<file path="config.mk">
export PLATFORM = sky130hd
export DESIGN_NAME = gray_code_unit_flat
export DESIGN_NICKNAME = d
export VERILOG_FILES = /design/src/rtl/gray_code_unit_if.sv /design/src/rtl/gray_code_unit.sv /design/src/flat_wrapper.sv
export SDC_FILE = /design/constraint.sdc
export NUM_CORES = 1
export LEC_CHECK = 0
export ABC_AREA = 1
export BUFFER_PORTS_ARGS = -buffer_cell sky130_fd_sc_hd__buf_4
export CAP_MARGIN = 25
export CORE_MARGIN = 2
export CORE_UTILIZATION = 45
export CTS_BUF_LIST = sky130_fd_sc_hd__clkbuf_8
export DETAILED_ROUTE_END_ITERATION = 8
export GPL_TIMING_DRIVEN = 0
export PLACE_DENSITY = 0.69
export SETUP_SLACK_MARGIN = 0.3
export SYNTH_ARGS = -nofsm -noshare
export SYNTH_HDL_FRONTEND = slang
export SYNTH_SLANG_ARGS = --single-unit
</file>
<file path="constraint.sdc">
create_clock -name clk -period 3.35 [get_ports clk]
set_clock_uncertainty 0.2 [all_clocks]
set_input_delay 0.1675 -clock clk [delete_from_list [all_inputs] [get_ports clk]]
set_output_delay 0.1675 -clock clk [all_outputs]
set_load 0.05 [all_outputs]
</file>
<file path="src/rtl/gray_code_unit_if.sv">
// rtl/gray_code_unit_if.sv - stream bundle for the Gray-code engine
//
// Groups the valid/ready request/result signals of gray_code_unit.
//   mode      [1:0]       operation select (00 b2g, 01 g2b, 10 up, 11 down)
//   cnt_load              counter modes: load din instead of stepping
//   in_valid / in_ready   input handshake
//   din       [WIDTH-1:0] input operand
//   out_valid / out_ready result handshake
//   dout      [WIDTH-1:0] registered result
//   wrap                  counter wrapped on this result
//   step_err              sticky Gray-step error (GRAY_STEP_CHECK_EN only)
// Modports: master drives requests and consumes results; slave is the engine.

interface gray_code_unit_if #(
    parameter int WIDTH = 4
);
    logic [1:0]       mode;
    logic             cnt_load;
    logic             in_valid;
    logic             in_ready;
    logic [WIDTH-1:0] din;
    logic             out_valid;
    logic             out_ready;
    logic [WIDTH-1:0] dout;
    logic             wrap;
`ifdef GRAY_STEP_CHECK_EN
    logic             step_err;
`endif

    modport master (
        output mode, cnt_load, in_valid, din, out_ready,
`ifdef GRAY_STEP_CHECK_EN
        input  step_err,
`endif
        input  in_ready, out_valid, dout, wrap
    );

    modport slave (
        input  mode, cnt_load, in_valid, din, out_ready,
`ifdef GRAY_STEP_CHECK_EN
        output step_err,
`endif
        output in_ready, out_valid, dout, wrap
    );
endinterface

</file>
<file path="src/rtl/gray_code_unit.sv">
// rtl/gray_code_unit.sv - parametrised Gray-code engine with registered output
//
// Binary->Gray, Gray->binary and an up/down Gray counter behind one
// valid/ready stream, with a single-entry registered output buffer.
// Optional feature macro: GRAY_STEP_CHECK_EN (adds sticky step_err that flags
// consecutive mode-01 inputs differing in other than exactly one bit).
//
// Ports:
//   clk   in   clock, all state updates on rising edge
//   rst   in   synchronous active-high reset
//   bus   slave modport of gray_code_unit_if (WIDTH must match this module)
// Parameters:
//   WIDTH     data width, >= 2
//   CNT_INIT  binary counter value loaded on reset

module gray_code_unit #(
    parameter int               WIDTH    = 4,
    parameter logic [WIDTH-1:0] CNT_INIT = '0
) (
    input  logic              clk,
    input  logic              rst,
    gray_code_unit_if.slave   bus
);

    localparam logic [WIDTH-1:0] ONE = WIDTH'(1);

    logic [WIDTH-1:0] cnt;
    logic [WIDTH-1:0] dout_r;
    logic             out_valid_r;
    logic             wrap_r;

    logic             accept;
    logic             consume;
    logic [WIDTH-1:0] res;
    logic             res_wrap;
    logic [WIDTH-1:0] cnt_next;

    function automatic logic [WIDTH-1:0] to_gray(input logic [WIDTH-1:0] b);
        return b ^ (b >> 1);
    endfunction

    // Prefix XOR from the MSB down: each binary bit is the parity of all
    // Gray bits at and above it.
    function automatic logic [WIDTH-1:0] from_gray(input logic [WIDTH-1:0] g);
        logic [WIDTH-1:0] b;
        b[WIDTH-1] = g[WIDTH-1];
        for (int i = WIDTH - 2; i >= 0; i--) begin
            b[i] = b[i+1] ^ g[i];
        end
        return b;
    endfunction

    // The buffer can take a new result whenever it is empty or being drained.
    assign bus.in_ready = !out_valid_r || bus.out_ready;
    assign accept       = bus.in_valid && bus.in_ready;
    assign consume      = out_valid_r && bus.out_ready;

    assign bus.out_valid = out_valid_r;
    assign bus.dout      = dout_r;
    assign bus.wrap      = wrap_r;

    // Result and counter update for the transaction presented this cycle;
    // only committed when it is accepted.
    always_comb begin
        res      = '0;
        res_wrap = 1'b0;
        cnt_next = cnt;
        case (bus.mode)
            2'b00: res = to_gray(bus.din);
            2'b01: res = from_gray(bus.din);
            default: begin
                if (bus.cnt_load) begin
                    res      = to_gray(bus.din);
                    cnt_next = bus.din;
                end else begin
                    // Output reflects the count before the step.
                    res = to_gray(cnt);
                    if (!bus.mode[0]) begin
                        res_wrap = &cnt;
                        cnt_next = cnt + ONE;
                    end else begin
                        res_wrap = ~|cnt;
                        cnt_next = cnt - ONE;
                    end
                end
            end
        endcase
    end

    always_ff @(posedge clk) begin
        if (rst) begin
            cnt         <= CNT_INIT;
            dout_r      <= '0;
            out_valid_r <= 1'b0;
            wrap_r      <= 1'b0;
        end else if (accept) begin
            cnt         <= cnt_next;
            dout_r      <= res;
            wrap_r      <= res_wrap;
            out_valid_r <= 1'b1;
        end else if (consume) begin
            // dout/wrap keep their last value once drained.
            out_valid_r <= 1'b0;
        end
    end

`ifdef GRAY_STEP_CHECK_EN
    logic [WIDTH-1:0] last_g;
    logic             have_last;
    logic             step_err_r;
    logic             g2b_accept;

    assign g2b_accept   = accept && (bus.mode == 2'b01);
    assign bus.step_err = step_err_r;

    // Tracks only Gray->binary inputs; any non-unit Hamming step between
    // consecutive ones latches the error until reset.
    always_ff @(posedge clk) begin
        if (rst) begin
            last_g     <= '0;
            have_last  <= 1'b0;
            step_err_r <= 1'b0;
        end else if (g2b_accept) begin
            if (have_last && ($countones(bus.din ^ last_g) != 1)) begin
                step_err_r <= 1'b1;
            end
            last_g    <= bus.din;
            have_last <= 1'b1;
        end
    end
`endif

endmodule

</file>
<file path="src/flat_wrapper.sv">
// flat-port wrapper written by rule: the top's interface ports become plain ports
module gray_code_unit_flat 
#(
    parameter int               WIDTH    = 4,
    parameter logic [WIDTH-1:0] CNT_INIT = '0
)
  (clk, rst, bus_mode, bus_cnt_load, bus_in_valid, bus_din, bus_out_ready, bus_in_ready, bus_out_valid, bus_dout, bus_wrap);
  gray_code_unit_if #(.WIDTH(WIDTH)) bus_i ();
  input  logic clk;
  input  logic rst;
  input wire logic [$bits(bus_i.mode)-1:0] bus_mode;
  input wire logic [$bits(bus_i.cnt_load)-1:0] bus_cnt_load;
  input wire logic [$bits(bus_i.in_valid)-1:0] bus_in_valid;
  input wire logic [$bits(bus_i.din)-1:0] bus_din;
  input wire logic [$bits(bus_i.out_ready)-1:0] bus_out_ready;
  output wire logic [$bits(bus_i.in_ready)-1:0] bus_in_ready;
  output wire logic [$bits(bus_i.out_valid)-1:0] bus_out_valid;
  output wire logic [$bits(bus_i.dout)-1:0] bus_dout;
  output wire logic [$bits(bus_i.wrap)-1:0] bus_wrap;
  assign bus_i.mode = bus_mode;
  assign bus_i.cnt_load = bus_cnt_load;
  assign bus_i.in_valid = bus_in_valid;
  assign bus_i.din = bus_din;
  assign bus_i.out_ready = bus_out_ready;
  assign bus_in_ready = bus_i.in_ready;
  assign bus_out_valid = bus_i.out_valid;
  assign bus_dout = bus_i.dout;
  assign bus_wrap = bus_i.wrap;
  gray_code_unit #(.WIDTH(WIDTH), .CNT_INIT(CNT_INIT)) u_core (.clk(clk), .rst(rst), .bus(bus_i));
endmodule
</file>
==> results.py, run 1 <==
metrics = {
    "pwr": {
        "power.total_uw": 377,
        "switching_power_uw": 125,
        "p_sw_share_pct": 33.3,
        "sequentialPowerShare_pct": 36.0,
        "power_density_nw_per_um2": 396,
        "p_comb_share_pct": 31.1,
        "power_leakage_nw": 0.494,
        "intPower_uw": 251,
        "clockPowerShare_pct": 32.9,
        "peakVddDrop_mv": 0.246,
    },
    "clock_network": {
        "clkTransAtPathRegs_ns": 0.05,
        "cts_buffers": 3,
        "cts_buffer_depth": 2,
        "post-cts-setup-buffer-count": 0,
        "cts_root_buf": "clkbuf_8",
        "insertion_delay_ns": 0.23,
        "clock_sinks": 10,
        "htree_num_levels": 1,
        "cts_tree": "yes",
    },
    "critical_path": {
        "worst-setup-path-type": "flip-flop to flip-flop",
        "worstPathArrival_ns": 1.57,
        "crit_path_start_kind": "flip-flop",
        "cp-end-kind": "flip-flop",
        "r2r_start": "u_core.cnt[0]",
        "cp_max_fo": 4,
        "cp-startpoint": "u_core.cnt[0]",
        "worstPathRequired_ns": 3.32,
        "reg2reg_depth": 5,
    },
    "finish": {
        "n_antenna_cell": 0,
        "stdcell_area_um2": 952,
        "area_growth_pct": 26.4,
        "drive_gt1_share_pct": 27.0,
        "num-nets-final": 146,
    },
    "synthesis": {
        "synthesis.area_um2": 753,
        "synth-edff-count": 0,
        "synthFlopType": "dfxtp_1",
        "synth_area_leaders": "dfxtp_1 (27%), nand2_1 (12%), ha_1 (10%), a21oi_1 (6.6%), inv_1 (6.5%)",
        "synth_top_area_share_pct": 26.6,
        "ys_types": 20,
        "yosys.cell_count.top_type": "nand2_1",
        "synth-seq-cells": 10,
        "async_flop_share_pct": 0,
        "yosysWarnings": 0,
        "avgSynthCellArea_um2": 7.17,
        "syn_nets": 123,
        "syn_inst": 105,
        "ys_seq_area_share_pct": 26.6,
        "synth_top_area_cell": "dfxtp_1",
        "yosys-top-cells-count": "nand2_1 (24), inv_1 (13), a21oi_1 (10), dfxtp_1 (10)",
    },
    "routing": {
        "drtIter0Drc": 20,
        "routedWlPerCell_um": 11.8,
        "via_count": 719,
        "vias_per_cell": 5.06,
        "drtAntennaViolNets": 0,
        "drc": 0,
        "first_pass_iters": 4,
        "wl_um": 1670,
    },
    "place": {
        "io_buffers": 17,
        "postPlaceCellArea_um2": 901,
        "dp_hpwl_um": 1330,
        "gp_congestion": 0.880,
    },
    "min_path": {
        "min-delay-start": "bus_out_ready",
        "min_path_cells": 4,
        "hp-class": "input pin to flip-flop",
    },
    "timing": {
        "fmaxAchievable_ghz": 0.623,
        "hold_violations": 0,
        "setup_tns_ns": 0,
        "setup_viol": 0,
        "tightest_slew_ns": 0.323,
        "period_share_pct": 47.9,
        "rsz0062_at_grt": "false",
        "finalMaxSlewViolations": 0,
        "slew-limit-headroom_pct": 78.3,
        "period_needed_ns": 1.60,
    },
    "floorplanning": {
        "num_rows": 14,
        "dieWidth_um": 44.9,
        "initial_core_util_pct": 48.9,
        "die_area_um2": 2020,
        "ios": 18,
        "coreArea_um2": 1540,
        "die_y_um": 44.9,
    },
    "global_route": {
        "grt_usage_pct": 18.9,
        "antenna_found_initial": 0,
        "grt_max_degree": 9,
        "grt_pass1_vias": 713,
        "gr-total-overflow": 0,
        "grt_pass1_wl_um": 2770,
    },
    "flow_run": {
        "maxCapViolCount": 0,
    },
    "status": {
        "status": "finished clean",
    },
}
==> repair_timing <==
action / CTS / global route
hold buffers: 1 / 0
endpoints found under the hold margin: 3 / 0
gates resized for setup: 0 / 0
==> power groups by stage <==
stage	Combinational, mW	Sequential (mW)	Clock [mW]
finish	0.117	0.136	0.124
global route	0.129	0.136	0.133
CTS	0.118	0.135	0.127
detailed placement	0.116	0.138	0
global placement	0.114	0.137	0
floorplan	0.0609	0.155	0
==> worst max-delay path: stages, from the launching register on <==
cell and delay, ns:
dfxtp_1 0.38, inv_1 0.11, fa_1 0.47, o21ai_0 0.18, o21ai_1 0.09, a21oi_1 0.11
==> cells in the final DEF, fill, tap and decap left out <==
master         count
nand3_1            5
o211ai_2           1
xor2_1             2
inv_4              1
buf_4             17
xnor2_1            4
dfxtp_1           10
nand2_2            2
o21ai_1            3
clkbuf_8           3
nand2_1           24
dlygate4sd3_1      1
o21ai_0            6
ha_1               6
nand4_1            1
a21oi_1           10
inv_1             13
nor2_1             5
o21a_1             1
nand2_4            4
a21oi_2            3
fa_1               1
inv_2              3
==> path summary, 6_finish.rpt <==
path,endpoint,slack [ns]
worst max-delay path,u_core.cnt[1],1.75
worst min-delay path,u_core.bus.out_valid,0.02
worst max register to register,u_core.cnt[1],1.75
worst min register to register,u_core.bus.wrap,0.26
==> metrics by stage <==
stage	setup slack, ns	instances	util (%)	hold WS (ns)
detailed placement	1.77	138	58.4	0.155
floorplan	1.72	105	-	0.0299
finish	1.75	142	61.8	0.0226
global placement	1.77	138	58.4	0.152
CTS	1.74	142	61.8	0.0306
global route	1.63	142	61.8	0.0387
==> registers in the layout, summed over array words and instances (netlist names) <==
signal	cells
u_core.cnt	4
u_core.bus.wrap	1
u_core.bus.out_valid	1
u_core.bus.dout	4
==> final cells by class <==
cell class                      instances  area [um2]
Multi-Input combinational cell         78         487
Timing Repair Buffer                   18         138
Inverter                               17        66.3
Fill cell                             159         589
Clock buffer                            3        41.3
Sequential cell                        10         200
Tap cell                               16        20.0
==> layer usage <==
metal	part of all wire [%]	GRT usage (%)	vias to the layer above
li1	-	-	381
met1	44	20.2	316
met2	49	36.2	18
met3	5.4	3.60	4
met4	1.4	7.06	0
met5	0	0	-
==> kinds of logic after synthesis <==
| family | count (synthesis) | synth area share [%] |
|---|---|---|
| simple gates | 41 | 26.2 |
| compound gates | 24 | 18.8 |
| buf+inv | 17 | 8.80 |
| flops | 10 | 26.6 |
| fa+ha+maj | 7 | 12.6 |
| xor+xnor | 6 | 6.98 |
(Power assumes the default switching activity.)
==> inputs of run 2 (changes only) <==
==> constraint.sdc (replaced) <==
create_clock -name clk -period 1.5 [get_ports clk]
set_clock_uncertainty 0.2 [all_clocks]
set_input_delay 0.075 -clock clk [delete_from_list [all_inputs] [get_ports clk]]
set_output_delay 0.075 -clock clk [all_outputs]
set_load 0.05 [all_outputs]
==> run 2 against run 1 <==
The flow now finishes with violations (negative hold slack, negative setup slack). Largest cell class unchanged. First-iteration DRC count rose by 55%. Total power rose to 2.7 times the previous value. Final cell count rose by 9.9%. Non-clock buffer count rose by 13. Critical endpoint unchanged. Largest power group is now combinational logic. Register-to-register slack got worse by 1.7 ns.
==> results.py, run 2 (synthesis gave the netlist of run 1 again) <==
metrics = {
    "finish": {
        "num-nets-final": 159,
        "utilization_pct": 79.9,
        "num-fill-cells": 97,
        "final_common_cell": "buf_4",
        "stdcell_area_um2": 1230,
        "final_cell_mix": "buf_4 (22), nand2_1 (21), inv_1 (9), a21oi_1 (9)",
        "instances_no_fill": 156,
        "area_growth_pct": 63.5,
        "drive_gt1_share_pct": 47.9,
        "n_antenna_cell": 0,
    },
    "timing": {
        "finalMaxSlewViolations": 0,
        "slew-limit-headroom_pct": 81.0,
        "period_needed_ns": 1.50,
        "fmaxAchievable_ghz": 0.666,
        "setup_tns_ns": -0.00210,
        "setup_viol": 1,
        "tightest_slew_ns": 0.283,
        "hold_violations": 4,
        "period_share_pct": 100,
        "finalWorstSetupSlack_ns": -0.00210,
        "holdWs_ns": -0.0754,
        "rsz0062_at_grt": "true",
    },
    "floorplanning": {
        "num_rows": 14,
        "ios": 18,
        "coreArea_um2": 1540,
        "initial_core_util_pct": 48.9,
        "die_area_um2": 2020,
        "die_y_um": 44.9,
        "dieWidth_um": 44.9,
    },
    "clock_network": {
        "cts_buffer_depth": 2,
        "htree_num_levels": 1,
        "clock_sinks": 10,
        "clkTransAtPathRegs_ns": 0.05,
        "hold_buffers": 5,
        "cts_root_buf": "clkbuf_8",
        "cts_tree": "yes",
        "cts_buffers": 3,
        "insertion_delay_ns": 0.24,
    },
    "pwr": {
        "switching_power_uw": 343,
        "sequentialPowerShare_pct": 29.7,
        "intPower_uw": 676,
        "power_leakage_nw": 0.569,
        "p_comb_share_pct": 36.3,
        "p_sw_share_pct": 33.7,
        "peakVddDrop_mv": 0.792,
        "power_density_nw_per_um2": 828,
        "power.total_mw": 1.02,
        "clockPowerShare_pct": 34.0,
    },
    "place": {
        "place_ws_ns": 0.0309,
        "postPlaceCellArea_um2": 930,
        "io_buffers": 17,
        "gp_congestion": 0.813,
        "dp.cells": 138,
        "dp_hpwl_um": 1240,
    },
    "routing": {
        "drtAntennaViolNets": 0,
        "vias_per_cell": 5.51,
        "first_pass_iters": 4,
        "via_count": 859,
        "wl_um": 2170,
        "drtIter0Drc": 31,
        "routedWlPerCell_um": 13.9,
        "drc": 0,
    },
    "global_route": {
        "grt_max_degree": 9,
        "antenna_found_initial": 0,
        "grt_usage_pct": 23.1,
        "gr-total-overflow": 0,
        "grt_pass1_wl_um": 3260,
        "grt_pass1_vias": 740,
    },
    "critical_path": {
        "crit_path_start_kind": "flip-flop",
        "cp-end-kind": "flip-flop",
        "cp_max_fo": 3,
        "worstPathRequired_ns": 1.43,
        "worst-setup-path-type": "flip-flop to flip-flop",
        "worstPathArrival_ns": 1.43,
    },
    "flow_run": {
        "maxCapViolCount": 0,
    },
    "status": {
        "status": "finished, violations left",
        "violations": "negative hold slack, negative setup slack",
    },
    "min_path": {
        "hp-class": "input pin to flip-flop",
    },
}
-- run 2: routing by layer --
metal | share of wire [%] | wire length [um] | track usage (%)
met5 | 0 | 0 | 0
met3 | 7.2 | 157 | 3.60
met4 | 5.0 | 108 | 14.1
met1 | 42 | 917 | 29.6
met2 | 46 | 991 | 36.5
-- run 2: path summary, 6_finish.rpt --
kind | from | endpoint | slack [ns] | cells after the start
worst max-delay path | u_core.cnt[1] | u_core.cnt[1] | -0.002 | 5
worst min-delay path | bus_out_ready | u_core.bus.out_valid | -0.08 | 4
worst max register to register | u_core.cnt[1] | u_core.cnt[1] | -0.002 | 5
worst min register to register | u_core.bus.wrap | u_core.bus.wrap | 0.29 | 2
-- run 2: worst max-delay path, stage by stage (launching register included) --
cell and delay [ns]:
dfxtp_4 0.36, inv_4 0.04, fa_2 0.53, o21ai_1 0.06, o21ai_1 0.14, a21oi_1 0.05
-- run 2: layout make-up --
cell class / instances / area (um2) / share of cell area, %
multi-input combinational: 78 / 592 / 48.1
timing repair buffer: 31 / 260 / 21.1
sequential: 10 / 216 / 17.6
inverter: 17 / 87.6 / 7.11
clock buffer: 4 / 55.1 / 4.47
tap: 16 / 20.0 / 1.63
-- run 2: power groups by stage --
stage	combinational, mW	clock (mW)	sequential (mW)
2_1_floorplan	0.144	0	0.350
3_3_place_gp	0.264	0	0.309
3_5_place_dp	0.266	0	0.310
4_1_cts	0.309	0.355	0.303
5_1_grt	0.394	0.365	0.305
6_report	0.370	0.346	0.303
-- run 2: repair_timing --
action,CTS,global route
hold endpoints to repair,8,4
resized for setup,10,22
pin swaps,3,11
buffers inserted,5,4
endpoints found under the setup margin,6,9
==> inputs of run 3 (changes only) <==
--- a/config.mk
+++ b/config.mk
@@ -13,8 +13,9 @@
 export CTS_BUF_LIST = sky130_fd_sc_hd__clkbuf_8
 export DETAILED_ROUTE_END_ITERATION = 8
 export GPL_TIMING_DRIVEN = 0
-export PLACE_DENSITY = 0.69
+export PLACE_DENSITY = 0.72
 export SETUP_SLACK_MARGIN = 0.3
+export SKIP_LAST_GASP = 1
 export SYNTH_ARGS = -nofsm -noshare
 export SYNTH_HDL_FRONTEND = slang
 export SYNTH_SLANG_ARGS = --single-unit
==> constraint.sdc (replaced) <==
create_clock -name clk -period 1.3 [get_ports clk]
set_clock_uncertainty 0.2 [all_clocks]
set_input_delay 0.065 -clock clk [delete_from_list [all_inputs] [get_ports clk]]
set_output_delay 0.065 -clock clk [all_outputs]
set_load 0.05 [all_outputs]
==> run 3 against run 2 <==
The run still ends with negative hold slack, negative setup slack left. Worst setup slack worse by 0.21 ns. Clock-buffer cell count down 1. Hold slack worse by 0.0051 ns. Critical path type unchanged. Highest routed layer unchanged.
==> results.py, run 3 (synthesis gave the netlist of run 1 again) <==
metrics = {
    "timing": {
        "period_needed_ns": 1.51,
        "holdWs_ns": -0.0805,
        "hold_violations": 2,
        "setup_tns_ns": -0.521,
        "finalMaxSlewViolations": 0,
        "period_share_pct": 116,
        "setup_viol": 6,
        "slew-limit-headroom_pct": 80.1,
        "fmaxAchievable_ghz": 0.662,
        "finalWorstSetupSlack_ns": -0.210,
        "rsz0062_at_grt": "true",
        "tightest_slew_ns": 0.298,
    },
    "status": {
        "violations": "negative hold slack, negative setup slack",
        "status": "finished, violations left",
    },
    "clock_network": {
        "insertion_delay_ns": 0.24,
        "hold_buffers": 1,
        "clock_sinks": 10,
        "cts_buffer_depth": 2,
        "htree_num_levels": 1,
        "cts_root_buf": "clkbuf_8",
        "cts_buffers": 3,
        "clkTransAtPathRegs_ns": 0.05,
        "cts_tree": "yes",
    },
    "critical_path": {
        "cp_max_fo": 3,
        "crit_top_cell": "o21ai_1",
        "worst-setup-path-type": "flip-flop to flip-flop",
        "cpMaxStageDelayCell": "fa_2",
        "cp_top_family": "adder cells",
        "slowest_delay_ns": 0.53,
        "cp.depth": 5,
        "crit_path_start_kind": "flip-flop",
        "crit_buf_inv": 1,
        "cp-end-kind": "flip-flop",
        "worstPathArrival_ns": 1.43,
        "path_cells": "inv_2, fa_2, o21ai_1, o21ai_1, a21oi_1",
        "reg2reg_depth": 5,
        "worstPathRequired_ns": 1.22,
    },
    "routing": {
        "drtIter0Drc": 21,
        "drc": 0,
        "routedWlPerCell_um": 15.7,
        "drtAntennaViolNets": 0,
        "vias_per_cell": 5.43,
        "first_pass_iters": 4,
        "wl_um": 2550,
        "via_count": 879,
    },
    "place": {
        "dp_hpwl_um": 1250,
        "place_ws_ns": -0.175,
        "io_buffers": 17,
        "gp_congestion": 0.901,
    },
    "finish": {
        "num-nets-final": 165,
        "area_growth_pct": 76.2,
        "final_common_cell": "nand2_1",
        "drive_gt1_share_pct": 57.5,
        "n_antenna_cell": 0,
        "final_cell_mix": "nand2_1 (23), buf_4 (21), inv_1 (10), buf_6 (10), a21oi_2 (8)",
    },
    "floorplanning": {
        "ios": 18,
        "initial_core_util_pct": 48.9,
        "coreArea_um2": 1540,
        "num_rows": 14,
        "die_area_um2": 2020,
        "dieWidth_um": 44.9,
        "die_y_um": 44.9,
    },
    "pwr": {
        "power_leakage_nw": 0.628,
        "power_density_nw_per_um2": 887,
        "power.total_mw": 1.18,
        "peakVddDrop_mv": 0.672,
    },
    "global_route": {
        "busiest_layer": "met2",
        "gr-total-overflow": 0,
        "grt_max_degree": 8,
        "use_met1_pct": 29.3,
        "grt_pass1_wl_um": 3560,
        "grtUsageMet2_pct": 42.0,
        "use_met3_pct": 5.60,
        "antenna_found_initial": 0,
        "grt_pass1_vias": 851,
        "grt_usage_pct": 24.8,
    },
    "min_path": {
        "hp-class": "input pin to flip-flop",
        "min_path_cells": 3,
    },
    "flow_run": {
        "maxCapViolCount": 0,
    },
}
==> run 3: cell count changes in the layout (fill, tap and decap cells not counted), moves of 4 or more <==
cell,delta
dfxtp_2,+6
buf_8,+5
buf_6,+6
a21oi_2,+4
dlygate4sd3_1,-4
a21oi_1,-5
dfxtp_1,-5
==> run 3: final cells by class <==
type,count,area [um2]
multi-input combinational,78,613
fill,78,214
clock inverter,1,3.75
sequential,10,220
timing repair buffer,37,355
inverter,17,73.8
clock buffer,3,41.3
tap,16,20.0
==> run 3: routing by layer <==
layer	share of wire (%)	routed length [um]	up-vias
met5	0	0	-
met4	3.0	77	0
met3	4.6	118	9
met2	51	1300	31
met1	41	1050	418
li1	-	-	421
==> run 3: worst paths after layout <==
path | to | from | slack [ns]
setup reg to reg | u_core.cnt[1] | u_core.cnt[1] | -0.21
hold reg to reg | u_core.bus.wrap | u_core.bus.wrap | 0.29
setup / recovery | u_core.cnt[1] | u_core.cnt[1] | -0.21
hold / removal | u_core.bus.dout[3] | bus_din[3] | -0.08
==> run 3: per-stage QoR <==
step,cells,hold slack (ns),cell area [um2],util [%]
after floorplan,105,-0.0817,787,-
after global placement,138,0.0486,935,60.6
after detailed placement,138,0.0486,935,60.6
after CTS,156,-0.0540,1210,78.8
after global routing,162,-0.0741,1330,86.1
final,162,-0.0805,1330,86.1
==> run 3: power by group <==
group	switching (mW)	internal [mW]	leakage, nW
Combinational	0.254	0.221	0.514
Clock	0.134	0.208	0.0269
Sequential	0.0283	0.332	0.0869
Total	0.417	0.761	0.628
==> run 3: timing repair <==
item,4_1_cts,5_1_grt
pin swaps,14,6
endpoints found under the setup margin,16,16
setup buffers,13,6
hold endpoints to repair,5,2
resized for setup,35,17
==> run 3: worst min-delay path, stage by stage <==
cell and delay [ns]:
buf_4 0.12, a21oi_4 0.05, a21oi_2 0.09
